==> src/rtl/adc_conv_scheduler.sv <==
// Conversion scheduler for the discrete SAR ADC: sweeps enabled channels every
// SAMPLE_PERIOD cycles, averages 2^AVG_LOG2 SAR conversions per channel.
module adc_conv_scheduler #(
   parameter int NUM_CH        = 4,
   parameter int SAMPLE_PERIOD = 1000,
   parameter int SETTLE_CYCLES = 8,
   parameter int AVG_LOG2      = 2,
   parameter int TIMEOUT       = 64
) (
   input  logic                      clk,
   input  logic                      reset,
   input  logic                      run,
   input  logic [NUM_CH-1:0]         ch_mask,
   output logic [$clog2(NUM_CH)-1:0] mux_sel,
   output logic                      sh_hold,
   output logic                      sar_enable,
   input  logic                      sar_done,
   input  logic [7:0]                sar_result,
   output logic [7:0]                res_data,
   output logic [$clog2(NUM_CH)-1:0] res_ch,
   output logic                      res_valid,
   input  logic                      res_ready,
   output logic                      busy,
   output logic                      overrun,
   output logic                      tick_miss,
   output logic                      timeout_err
);

   localparam int CH_W   = $clog2(NUM_CH);
   localparam int TICK_W = $clog2(SAMPLE_PERIOD);
   localparam int SET_W  = $clog2(SETTLE_CYCLES + 1);
   localparam int TO_W   = $clog2(TIMEOUT + 1);
   localparam int ACC_W  = 8 + AVG_LOG2;
   localparam int CNV_W  = AVG_LOG2 + 1;

   localparam logic [TICK_W-1:0] TICK_LAST = TICK_W'(SAMPLE_PERIOD - 1);
   localparam logic [SET_W-1:0]  SET_LAST  = SET_W'(SETTLE_CYCLES - 1);
   localparam logic [TO_W-1:0]   TO_LAST   = TO_W'(TIMEOUT - 1);
   localparam logic [CNV_W-1:0]  CNV_LAST  = CNV_W'((1 << AVG_LOG2) - 1);
   localparam logic [CNV_W-1:0]  CNV_ALL   = CNV_W'(1 << AVG_LOG2);

   typedef enum logic [2:0] {IDLE, WAIT_TICK, SETTLE, CONVERT, TRACK} state_t;

   state_t              state_q, state_d;
   logic [TICK_W-1:0]   tickCnt_q, tickCnt_d;
   logic [NUM_CH-1:0]   mask_q, mask_d;
   logic [CH_W-1:0]     chan_q, chan_d;
   logic [SET_W-1:0]    setCnt_q, setCnt_d;
   logic [TO_W-1:0]     toCnt_q, toCnt_d;
   logic [CNV_W-1:0]    cnv_q, cnv_d;
   logic [ACC_W-1:0]    acc_q, acc_d;
   logic [7:0]          resData_q, resData_d;
   logic [CH_W-1:0]     resCh_q, resCh_d;
   logic                resValid_q, resValid_d;
   logic                overrun_q, overrun_d;
   logic                tickMiss_q, tickMiss_d;
   logic                timeoutErr_q, timeoutErr_d;

   logic                tick;
   logic                busyNow;
   logic                load;
   logic [ACC_W-1:0]    sum;
   logic [CH_W-1:0]     firstCh, nextCh;
   logic                firstValid, nextValid;

   assign tick    = run && (state_q != IDLE) && (tickCnt_q == TICK_LAST);
   assign busyNow = (state_q == SETTLE) || (state_q == CONVERT) || (state_q == TRACK);
   assign sum     = acc_q + ACC_W'(sar_result);

   // Lowest enabled channel at a tick, and the next enabled channel above the current one.
   always_comb begin
      firstCh    = '0;
      firstValid = 1'b0;
      nextCh     = '0;
      nextValid  = 1'b0;
      for (int i = NUM_CH - 1; i >= 0; i--) begin
         if (ch_mask[i]) begin
            firstCh    = CH_W'(i);
            firstValid = 1'b1;
         end
         if (mask_q[i] && (i > int'(chan_q))) begin
            nextCh    = CH_W'(i);
            nextValid = 1'b1;
         end
      end
   end

   // Sweep sequencing, averaging and result handshake; dropping run overrides everything
   // except a result already waiting for the consumer.
   always_comb begin
      state_d      = state_q;
      mask_d       = mask_q;
      chan_d       = chan_q;
      setCnt_d     = setCnt_q;
      toCnt_d      = toCnt_q;
      cnv_d        = cnv_q;
      acc_d        = acc_q;
      resData_d    = resData_q;
      resCh_d      = resCh_q;
      resValid_d   = resValid_q;
      overrun_d    = 1'b0;
      timeoutErr_d = 1'b0;
      load         = 1'b0;
      tickMiss_d   = tick && busyNow;

      if (state_q == IDLE) begin
         tickCnt_d = run ? TICK_LAST : '0;
      end else if (!run) begin
         tickCnt_d = '0;
      end else begin
         tickCnt_d = (tickCnt_q == TICK_LAST) ? '0 : tickCnt_q + 1'b1;
      end

      case (state_q)
         IDLE: begin
            if (run) state_d = WAIT_TICK;
         end
         WAIT_TICK: begin
            if (tick) begin
               mask_d = ch_mask;
               if (firstValid) begin
                  chan_d   = firstCh;
                  setCnt_d = '0;
                  state_d  = SETTLE;
               end
            end
         end
         SETTLE: begin
            if (setCnt_q == SET_LAST) begin
               toCnt_d = '0;
               state_d = CONVERT;
            end else begin
               setCnt_d = setCnt_q + 1'b1;
            end
         end
         CONVERT: begin
            if (sar_done) begin
               cnv_d   = cnv_q + 1'b1;
               state_d = TRACK;
               if (cnv_q == CNV_LAST) begin
                  load  = 1'b1;
                  acc_d = '0;
               end else begin
                  acc_d = sum;
               end
            end else if (toCnt_q == TO_LAST) begin
               timeoutErr_d = 1'b1;
               acc_d        = '0;
               cnv_d        = '0;
               state_d      = WAIT_TICK;
            end else begin
               toCnt_d = toCnt_q + 1'b1;
            end
         end
         TRACK: begin
            if (cnv_q != CNV_ALL) begin
               toCnt_d = '0;
               state_d = CONVERT;
            end else begin
               cnv_d = '0;
               if (nextValid) begin
                  chan_d   = nextCh;
                  setCnt_d = '0;
                  state_d  = SETTLE;
               end else begin
                  state_d = WAIT_TICK;
               end
            end
         end
         default: state_d = IDLE;
      endcase

      if (!run) begin
         state_d      = IDLE;
         chan_d       = '0;
         setCnt_d     = '0;
         toCnt_d      = '0;
         cnv_d        = '0;
         acc_d        = '0;
         load         = 1'b0;
         timeoutErr_d = 1'b0;
      end

      if (load) begin
         resData_d  = sum[ACC_W-1:AVG_LOG2];
         resCh_d    = chan_q;
         resValid_d = 1'b1;
         overrun_d  = resValid_q && !res_ready;
      end else if (resValid_q && res_ready) begin
         resValid_d = 1'b0;
      end
   end

   always_ff @(posedge clk or posedge reset) begin
      if (reset) begin
         state_q      <= IDLE;
         tickCnt_q    <= '0;
         mask_q       <= '0;
         chan_q       <= '0;
         setCnt_q     <= '0;
         toCnt_q      <= '0;
         cnv_q        <= '0;
         acc_q        <= '0;
         resData_q    <= '0;
         resCh_q      <= '0;
         resValid_q   <= 1'b0;
         overrun_q    <= 1'b0;
         tickMiss_q   <= 1'b0;
         timeoutErr_q <= 1'b0;
      end else begin
         state_q      <= state_d;
         tickCnt_q    <= tickCnt_d;
         mask_q       <= mask_d;
         chan_q       <= chan_d;
         setCnt_q     <= setCnt_d;
         toCnt_q      <= toCnt_d;
         cnv_q        <= cnv_d;
         acc_q        <= acc_d;
         resData_q    <= resData_d;
         resCh_q      <= resCh_d;
         resValid_q   <= resValid_d;
         overrun_q    <= overrun_d;
         tickMiss_q   <= tickMiss_d;
         timeoutErr_q <= timeoutErr_d;
      end
   end

   assign mux_sel     = chan_q;
   assign sh_hold     = (state_q == CONVERT);
   assign sar_enable  = (state_q == CONVERT);
   assign busy        = busyNow;
   assign res_data    = resData_q;
   assign res_ch      = resCh_q;
   assign res_valid   = resValid_q;
   assign overrun     = overrun_q;
   assign tick_miss   = tickMiss_q;
   assign timeout_err = timeoutErr_q;

endmodule

==> config.mk <==
export PLATFORM = sky130hd
export DESIGN_NAME = adc_conv_scheduler
export DESIGN_NICKNAME = d
export VERILOG_FILES = /design/src/rtl/adc_conv_scheduler.sv
export SDC_FILE = /design/constraint.sdc
export NUM_CORES = 1
export LEC_CHECK = 0
export BUFFER_PORTS_ARGS = -buffer_cell sky130_fd_sc_hd__clkbuf_2
export CAP_MARGIN = 25
export CORE_MARGIN = 3
export CORE_UTILIZATION = 40
export CTS_CLUSTER_DIAMETER = 100
export DETAILED_ROUTE_END_ITERATION = 6
export HOLD_SLACK_MARGIN = 0.1
export PLACE_DENSITY_LB_ADDON = 0.08
export RECOVER_POWER = 100
export SLEW_MARGIN = 25
export SYNTH_ARGS = -nofsm -noshare
export SYNTH_HDL_FRONTEND = slang
export SYNTH_SLANG_ARGS = --single-unit
export TNS_END_PERCENT = 1
==> constraint.sdc <==
create_clock -name clk -period 1.9 [get_ports clk]
set_clock_uncertainty 0.15 [all_clocks]
set_input_delay 0.19 -clock clk [delete_from_list [all_inputs] [get_ports clk]]
set_output_delay 0.19 -clock clk [all_outputs]
set_load 0.02 [all_outputs]
### Word level (Yosys, flattened, before mapping)

Cells that the tools add are included.

| word-level totals | value |
|---|---|
| register bits after elaboration | 57 |
| input port bits | 17 |
| logic and storage cells | 135 |

| cells by class | value |
|---|---|
| add/sub/neg operators | 5 |
| order comparisons | 3 |
| equality and inequality tests | 25 |
| muxes and demuxes | 67 |
| reduce and logical (&&, ||, !) cells | 21 |

Operators with widths:

| operator | number |
|---|---|
| 10-bit two-way mux | 9 |
| 7-bit two-way mux | 5 |
| 3-bit two-way mux | 10 |
| 2-bit two-way mux | 14 |
| 4-bit two-way mux | 6 |
| 3-bit != test, second input constant | 8 |
| 7-bit one-hot mux with 3 select lines | 1 |
| 1-bit two-way mux | 18 |
| 3-bit one-hot mux with 5 select lines | 1 |
| 4-bit one-hot mux with 3 select lines | 1 |
| 10-bit by 1-bit adder with 10-bit output, second input constant | 1 |
| 10-bit by 8-bit adder with 10-bit output | 1 |
| 10-bit == test, second input constant | 1 |
| 5-bit AND reduction | 2 |
| 3-bit by 2-bit == test with 1-bit output, second input constant | 3 |
| 3-bit by 1-bit != test with 1-bit output, second input constant | 3 |
| 1-bit logical AND | 8 |
| 4-bit by 1-bit != test with 1-bit output, second input constant | 2 |
| 7-bit by 1-bit adder with 7-bit output, second input constant | 1 |
| 7-bit by 6-bit == test with 1-bit output, second input constant | 1 |
| 3-bit by 2-bit != test with 1-bit output, second input constant | 2 |
| 3-bit one-hot mux with 2 select lines | 1 |
| 6-bit AND reduction | 1 |
| 4-bit by 1-bit adder with 4-bit output, second input constant | 1 |
| 17 further kinds | 20 |

### Logic depth before layout (Yosys ltp)

Gate-level depths: netlist of the first run.

| depth | value |
|---|---|
| word-level depth | 9 |
| mapped depth | 7 |
| gate-level depth less buffers | 7 |

### Worst setup path after synthesis of the first run

Ideal clock, no wire load.

| timing | value |
|---|---|
| kind | register to register |
| from | reg acc_q[0] |
| to | reg resData_q[4], in the netlist res_data[4] |
| arrival time | 1.784 ns |
| required time | 1.625 ns |
| path slack | -0.158 ns |
| stages on the path, launching flop included | 8 |
| cell sequence | dfrtp_1 > ha_1 > fa_1 > a211oi_1 > o21bai_1 > a21oi_1 > xnor2_1 > mux2_2 |

| between the ends | value |
|---|---|
| word-level cells in the longest chain between the ends | 1 |

RTL lines:

| what | line | RTL |
|---|---|---|
| start, declared | 51 | `logic [ACC_W-1:0] acc_q, acc_d;` |
| start signal, assigned | 203 | `acc_q <= '0;` |
| start signal, assigned | 218 | `acc_q <= acc_d;` |
| 10-bit by 8-bit adder with 10-bit output | 68 | `assign sum = acc_q + ACC_W'(sar_result);` |
| end signal, assigned | 219 | `resData_q <= resData_d;` |
| end, declared | 52 | `logic [7:0] resData_q, resData_d;` |

Every way passes these cells.
A chain may end at the register's enable or synchronous reset.

### Worst setup path in the final report of the first run

Same ends and word-level chain as after synthesis.

==> results of run 1 <==
[registers in the layout, summed over array words and instances, names as in the netlist]
signal	cells
setCnt_q	4
cnv_q	3
timeout_err	1
acc_q	10
tick_miss	1
res_ch	2
res_data	8
mask_q	3
overrun	1
mux_sel	2
state_q	3
tickCnt_q	10
toCnt_q	7
res_valid	1
[timing repair]
action | CTS | global route
gates resized for setup | 8 | 22
endpoints found under the setup margin | 16 | 26
endpoints found under the hold margin | 64 | 0
pin swaps | 3 | 6
buffers inserted | 0 | 1
cloned | 0 | 0
hold buffers | 8 | 0
[area by class of cell]
class	count	area share (%)
Timing Repair Buffer	88	14.3
Clock buffer	5	1.76
Tap cell	99	3.16
Sequential cell	56	35.8
Multi-Input combinational cell	229	42.7
Inverter	16	1.53
Clock inverter	3	0.703
[cell families (layout without fill, tap and decap cells)]
logic type	Yosys count	in the layout	synth area share, %
simple gates	98	98	16.5
buf+inv	24	112	3.62
flops	56	56	45.0
xor+xnor	15	15	4.22
compound gates	87	87	19.5
mux	14	14	4.94
fa+ha+maj	15	15	6.27
[final timing paths]
check | endpoint | slack [ns] | cells after the start
max | res_data[4] | -0.14 | 7
min reg2reg | res_data[5] | 0.33 | 2
max in group asynchronous | state_q[0] | 0.52 | 4
min in group asynchronous | tickCnt_q[7] | 0.50 | 4
max reg2reg | res_data[4] | -0.14 | 7
min | state_q[0] | 0.16 | 2
[layout by cell type, fill, tap and decap left out, types with 3 or more instances in the layout]
master         Yosys  layout
dfrtp_1           56      54
buf_4              3      36
nand2_1           25      23
o21ai_0           26      22
nor2_1            23      22
clkbuf_2           0      21
clkbuf_1           1      20
inv_1             16      16
nand3_1           13      12
xnor2_1           11      11
a21oi_1           13      10
ha_1              14      10
mux2_2             9       9
dlygate4sd3_1      0       8
and3_1             7       7
a21o_1             7       7
a22o_1             6       6
a31oi_1            5       5
clkbuf_8           0       5
or3_1              4       4
nor3_1             4       4
o21a_1             4       4
xor2_1             4       4
nand2b_1           4       3
a21oi_2            0       3
o31ai_1            3       3
mux2i_1            3       3
o21ai_1            0       3
ha_2               0       3
[worst max-delay path, cell delays in order (launching register included)]
cell and delay, ns:
dfrtp_1 0.40, ha_2 0.19, fa_2 0.36, a211oi_2 0.18, o21bai_1 0.11, a21oi_1 0.19, xnor2_1 0.10, mux2_2 0.26
[where the power goes]
part | internal (W) | switching, W
clock network | 0.000272 | 0.000430
logic | 0.000557 | 0.000604
registers | 0.00134 | 0.000169
[per-layer routing]
| layer | global-route usage [%] | vias to the layer above |
|---|---|---|
| met5 | 0 | - |
| met4 | 3.25 | 0 |
| met3 | 2.64 | 4 |
| met2 | 26.4 | 41 |
| met1 | 23.1 | 1226 |
| li1 | - | 1295 |
[metrics by stage]
stage | TNS [ns] | instances | utilization, % | hold WS (ns) | setup slack (ns)
after floorplan | -0.100 | 309 | - | 0.113 | -0.0580
after global placement | -0.529 | 479 | 50.2 | 0.106 | -0.126
after detailed placement | -0.765 | 479 | 50.2 | 0.112 | -0.141
after CTS | -0.497 | 495 | 52.9 | 0.159 | -0.137
after global routing | -2.96 | 496 | 52.9 | 0.172 | -0.223
final | -0.464 | 496 | 52.9 | 0.159 | -0.142
==> summary.md, run 1 <==
| Metric | Value |
|---|---|
| Io pins | 36 |
| Maximum vdd ir drop | 0.000465 V |
| Setup CP Type | flop to flop |
| Routability cong. | 0.794 |
| Area growth from synthesis to layout | 25.8% |
| CP Launch Point | acc_q[0] |
| Initial Util | 42.0% |
| Post-synth ARST share | 100% |
| Cell Area, Synth | 3110 sq um |
| Area of the multi-input gates | 1670 sq um |
| Remaining DRCs | 0 |
| Antenna violations before repair | 0 |
| Syn avg cell area | 10.1 sq um |
| Synth area leader | dfrtp_1 |
| Crit path required time | 1.98 ns |
| Metal-1 WL | 3530 microns |
| Met2 routed WL | 3090 microns |
| Die area | 8880 sq um |
| Share of cells above drive strength 1 | 28.5% |
| HP Class | input pin to flop |
| Clock root buffer | clkbuf_8 |
| GRT Total Usage | 16.3% |
| Ys flop type | dfrtp_1 |
| Pwr dens | 862 nW/um^2 |
| Met3 Routed Length | 235 microns |
| Main area contributors after synthesis | dfrtp_1 (45%), ha_1 (5.6%), o21ai_0 (4.2%) |
| Clk sink count | 56 |
| Largest net degree at the start of global routing | 57 |
| Relative slew slack | 47.5% |
| Synth Instances | 309 |
| Nets | 428 |
| Highest Signal Layer | met4 |
| Rows | 31 |
| Max Freq | 0.490 GHz |
| Clk slew on worst S/H paths | 0.12 ns |
| 1st-iter DRT viols | 84 |
| Fillers | 728 |
| Post-synth EDFFs | 0 |
| Post-synthesis sequential area ratio | 45.0% |
| Longest Clk Path Bufs | 2 |
| Die W | 94.2 microns |
| Register bit total from synthesis | 56 |
| Port Buf Inserts | 35 |
| DR vias/cell | 5.17 |
| Final ANT Viol Nets | 0 |
| H-tree levels | 2 |
| Failing checks | negative setup slack |
| CTS tree | built |
| Min cycle time layout | 2.04 ns |
| Post-layout instance area | 3920 sq um |
| Ys Warns | 0 |
| Dpl cell area | 3720 sq um |
| Drt total wl | 6900 microns |
| Die height | 94.2 microns |
| Distinct cell type count after synthesis | 60 |
| Post-DP HPWL | 5050 microns |
| Placeable core region | 7410 sq um |
| Global-route wire length before repair | 11,500 microns |
| Final WS setup | -0.142 ns |
| Most frequent cell after synthesis | dfrtp_1 |
| Grt total ovfl | 0 |
| Slew Viols, Final | 0 |
| Endpoint type of the worst setup path | flop |
| Clock Latency Late Sink | 0.32 ns |
| Synth cell count leaders | dfrtp_1 (56), o21ai_0 (26), nand2_1 (25) |
| RSZ-0062 raised after global routing | yes |
| Final period util | 107% |
| Leakage | 1.85 nW |
| Synth top area share | 45.0% |
| Sequential Area | 1400 sq um |
| Critical Path Start Type | flop |
| Final setup vio count | 10 |
| Syn_nets | 341 |
| Least-Margin Pin Slew | 0.787 ns |
| Worst Path Arrival | 2.12 ns |
| Num CTS Buffers | 5 |
| Drt wl/cell | 13.9 microns |
| Outcome | finished with violations |
| Max Cap Violations | 0 |
| TritonRoute pass-1 iters | 4 |
| Final Hold Fails | 0 |
| Crit path max fanout | 3 |
| N_diodes | 0 |
| Vias in the first global route | 2,409 |
| Worst r2r src | acc_q[0] |
| Worst hold start | run |
| DR vias | 2,566 |
| Pwr Total | 0.00338 W |
No activity file was read; power rests on OpenSTA's default activity.
==> inputs of run 2 (changes only) <==
CORE_MARGIN = 2   (was 3)
PLACE_DENSITY_LB_ADDON = 0.15   (was 0.08)
==> summary.md, run 2 (synthesis gave the netlist of run 1 again) <==
| Metric | Value |
|---|---|
| Outcome | finished with violations |
| Failing checks | negative setup slack |
| Drt total wl | 6810 microns |
| Final period util | 107% |
| GRT Total Usage | 17.2% |
| Max Freq | 0.492 GHz |
| Crit path max fanout | 3 |
| Vias in the first global route | 2,503 |
| CTS tree | built |
| Cells on worst reg2reg path | 7 |
| Nets | 425 |
| Comb power frac | 32.9% |
| Num CTS Buffers | 5 |
| Drt wl/cell | 13.7 microns |
| Critical Path Start Type | flop |
| Pwr dens | 922 nW/um^2 |
| Endpoint type of the worst setup path | flop |
| Pre-CTS setup slack | -0.147 ns |
| Routability cong. | 0.800 |
| Share of cells above drive strength 1 | 26.9% |
| CP endpoint | res_data[4] |
| RSZ-0062 raised after global routing | yes |
| Final ANT Viol Nets | 0 |
| Post-layout instance area | 3940 sq um |
| Postcts setup bufs | 0 |
| Least-Margin Pin Slew | 0.694 ns |
| Remaining DRCs | 0 |
| N_diodes | 0 |
| Setup CP Type | flop to flop |
| CP Launch Point | acc_q[0] |
| Longest Clk Path Bufs | 2 |
| Non-Filler Instances | 496 |
| HP Class | input pin to flop |
| Sw Share | 32.6% |
| Final WS setup | -0.131 ns |
| Min cycle time layout | 2.03 ns |
| Sw power | 0.00119 W |
| Largest net degree at the start of global routing | 32 |
| Global-route wire length before repair | 11,800 microns |
| Clock root buffer | clkbuf_8 |
| Crit path required time | 1.96 ns |
| Slew Viols, Final | 0 |
| Die height | 92.2 microns |
| Placeable core region | 7650 sq um |
| Die W | 92.2 microns |
| H-tree levels | 2 |
| Dpl cell area | 3730 sq um |
| 1st-iter DRT viols | 123 |
| Clock Latency Late Sink | 0.32 ns |
| Worst r2r dst | res_data[4] |
| Pwr Total | 0.00363 W |
| Die area | 8500 sq um |
| Final Hold Fails | 0 |
| Worst Path Arrival | 2.10 ns |
| Worst r2r src | acc_q[0] |
| Most frequent cells in the layout | dfrtp_1 (55), buf_4 (34), nand2_1 (24), clkbuf_1 (24) |
| Area growth from synthesis to layout | 26.6% |
| Cell Int Power | 0.00245 W |
| Sequential Area | 1400 sq um |
| Clk sink count | 56 |
| TritonRoute pass-1 iters | 4 |
| Reg power frac | 41.1% |
| Final setup vio count | 11 |
| Placed cells | 481 |
| Antenna violations before repair | 0 |
| Maximum vdd ir drop | 0.000458 V |
| Clk slew on worst S/H paths | 0.11 ns |
| Fillers | 719 |
| Io pins | 36 |
| Grt total ovfl | 0 |
| Rows | 32 |
| Port Buf Inserts | 35 |
| Setup TNS | -0.433 ns |
| Leakage | 1.85 nW |
| Clk pwr share | 26.0% |
| Most common cell after layout, fill and taps aside | dfrtp_1 |
| Max Cap Violations | 0 |
| FF-to-FF setup slack | -0.13 ns |
| Relative slew slack | 53.7% |
| Area of the multi-input gates | 1680 sq um |
| Post-DP HPWL | 4990 microns |
| DR vias/cell | 5.18 |
| Initial Util | 40.7% |
| DR vias | 2,568 |
run 2: cell types whose count changed in the layout (fill, tap and decap cells not counted), moves of 2 or more:
cell and delta:
buf_4 -2, buf_6 -2, bufinv_16 +2, clkbuf_2 -4, clkbuf_1 +4
run 2: how the worst min path moves through the flow:
stage	from	to	slack, ns	cells after the start
after global placement	reset	res_ch[1]	0.06	2
after detailed placement	reset	res_ch[1]	0.05	2
after CTS	sar_result[0]	acc_q[0]	0.10	3
final	sar_result[0]	acc_q[0]	0.11	3
after floorplan	sar_done	timeout_err	0.11	1
after global routing	sar_result[0]	acc_q[0]	0.12	3
run 2: cell type report:
class                   count  share of cell area, %
multi-input cells         229                   42.6
well taps                 102                   3.24
inverters                  16                   1.52
clock inverters             3                   1.75
repair buffers             85                   13.6
flip-flops and latches     56                   35.6
clock buffers               5                   1.75
run 2: through the flow:
step / utilization (%) / hold slack, ns
after global routing: 51.5 / 0.116
after floorplan: - / 0.113
after CTS: 51.8 / 0.102
after global placement: 48.7 / 0.0570
final: 51.5 / 0.107
after detailed placement: 48.7 / 0.0541
run 2: layer usage:
layer / track usage, % / wire length, microns / vias to the layer above
li1: - / - / 1287
met1: 23.9 / 3320 / 1239
met2: 28.3 / 3250 / 37
met3: 2.96 / 182 / 5
met4: 3.73 / 53 / 0
met5: 0 / 0 / -
run 2: power by group through the flow:
| stage | clock, W | sequential, W | combinational [W] |
|---|---|---|---|
| final | 0.000944 | 0.00149 | 0.00120 |
| after global routing | 0.00102 | 0.00152 | 0.00133 |
| after CTS | 0.000975 | 0.00150 | 0.00121 |
| after detailed placement | 0 | 0.00151 | 0.00119 |
| after global placement | 0 | 0.00151 | 0.00117 |
| after floorplan | 0 | 0.00148 | 0.000740 |
run 2: critical path, cell delays in order, from the launching register on:
cell      delay [ns]
dfrtp_1         0.40
ha_2            0.19
fa_2            0.37
a211oi_2        0.21
o21bai_2        0.11
a21oi_2         0.15
xnor2_1         0.09
mux2_2          0.26
run 2: repair_timing:
action                                 4_1_cts  5_1_grt
pin swaps                                    2        7
setup endpoints to repair                   20       29
resized for setup                            8       21
gates cloned                                 0        0
endpoints found under the hold margin       63        0
hold buffers                                 7        0
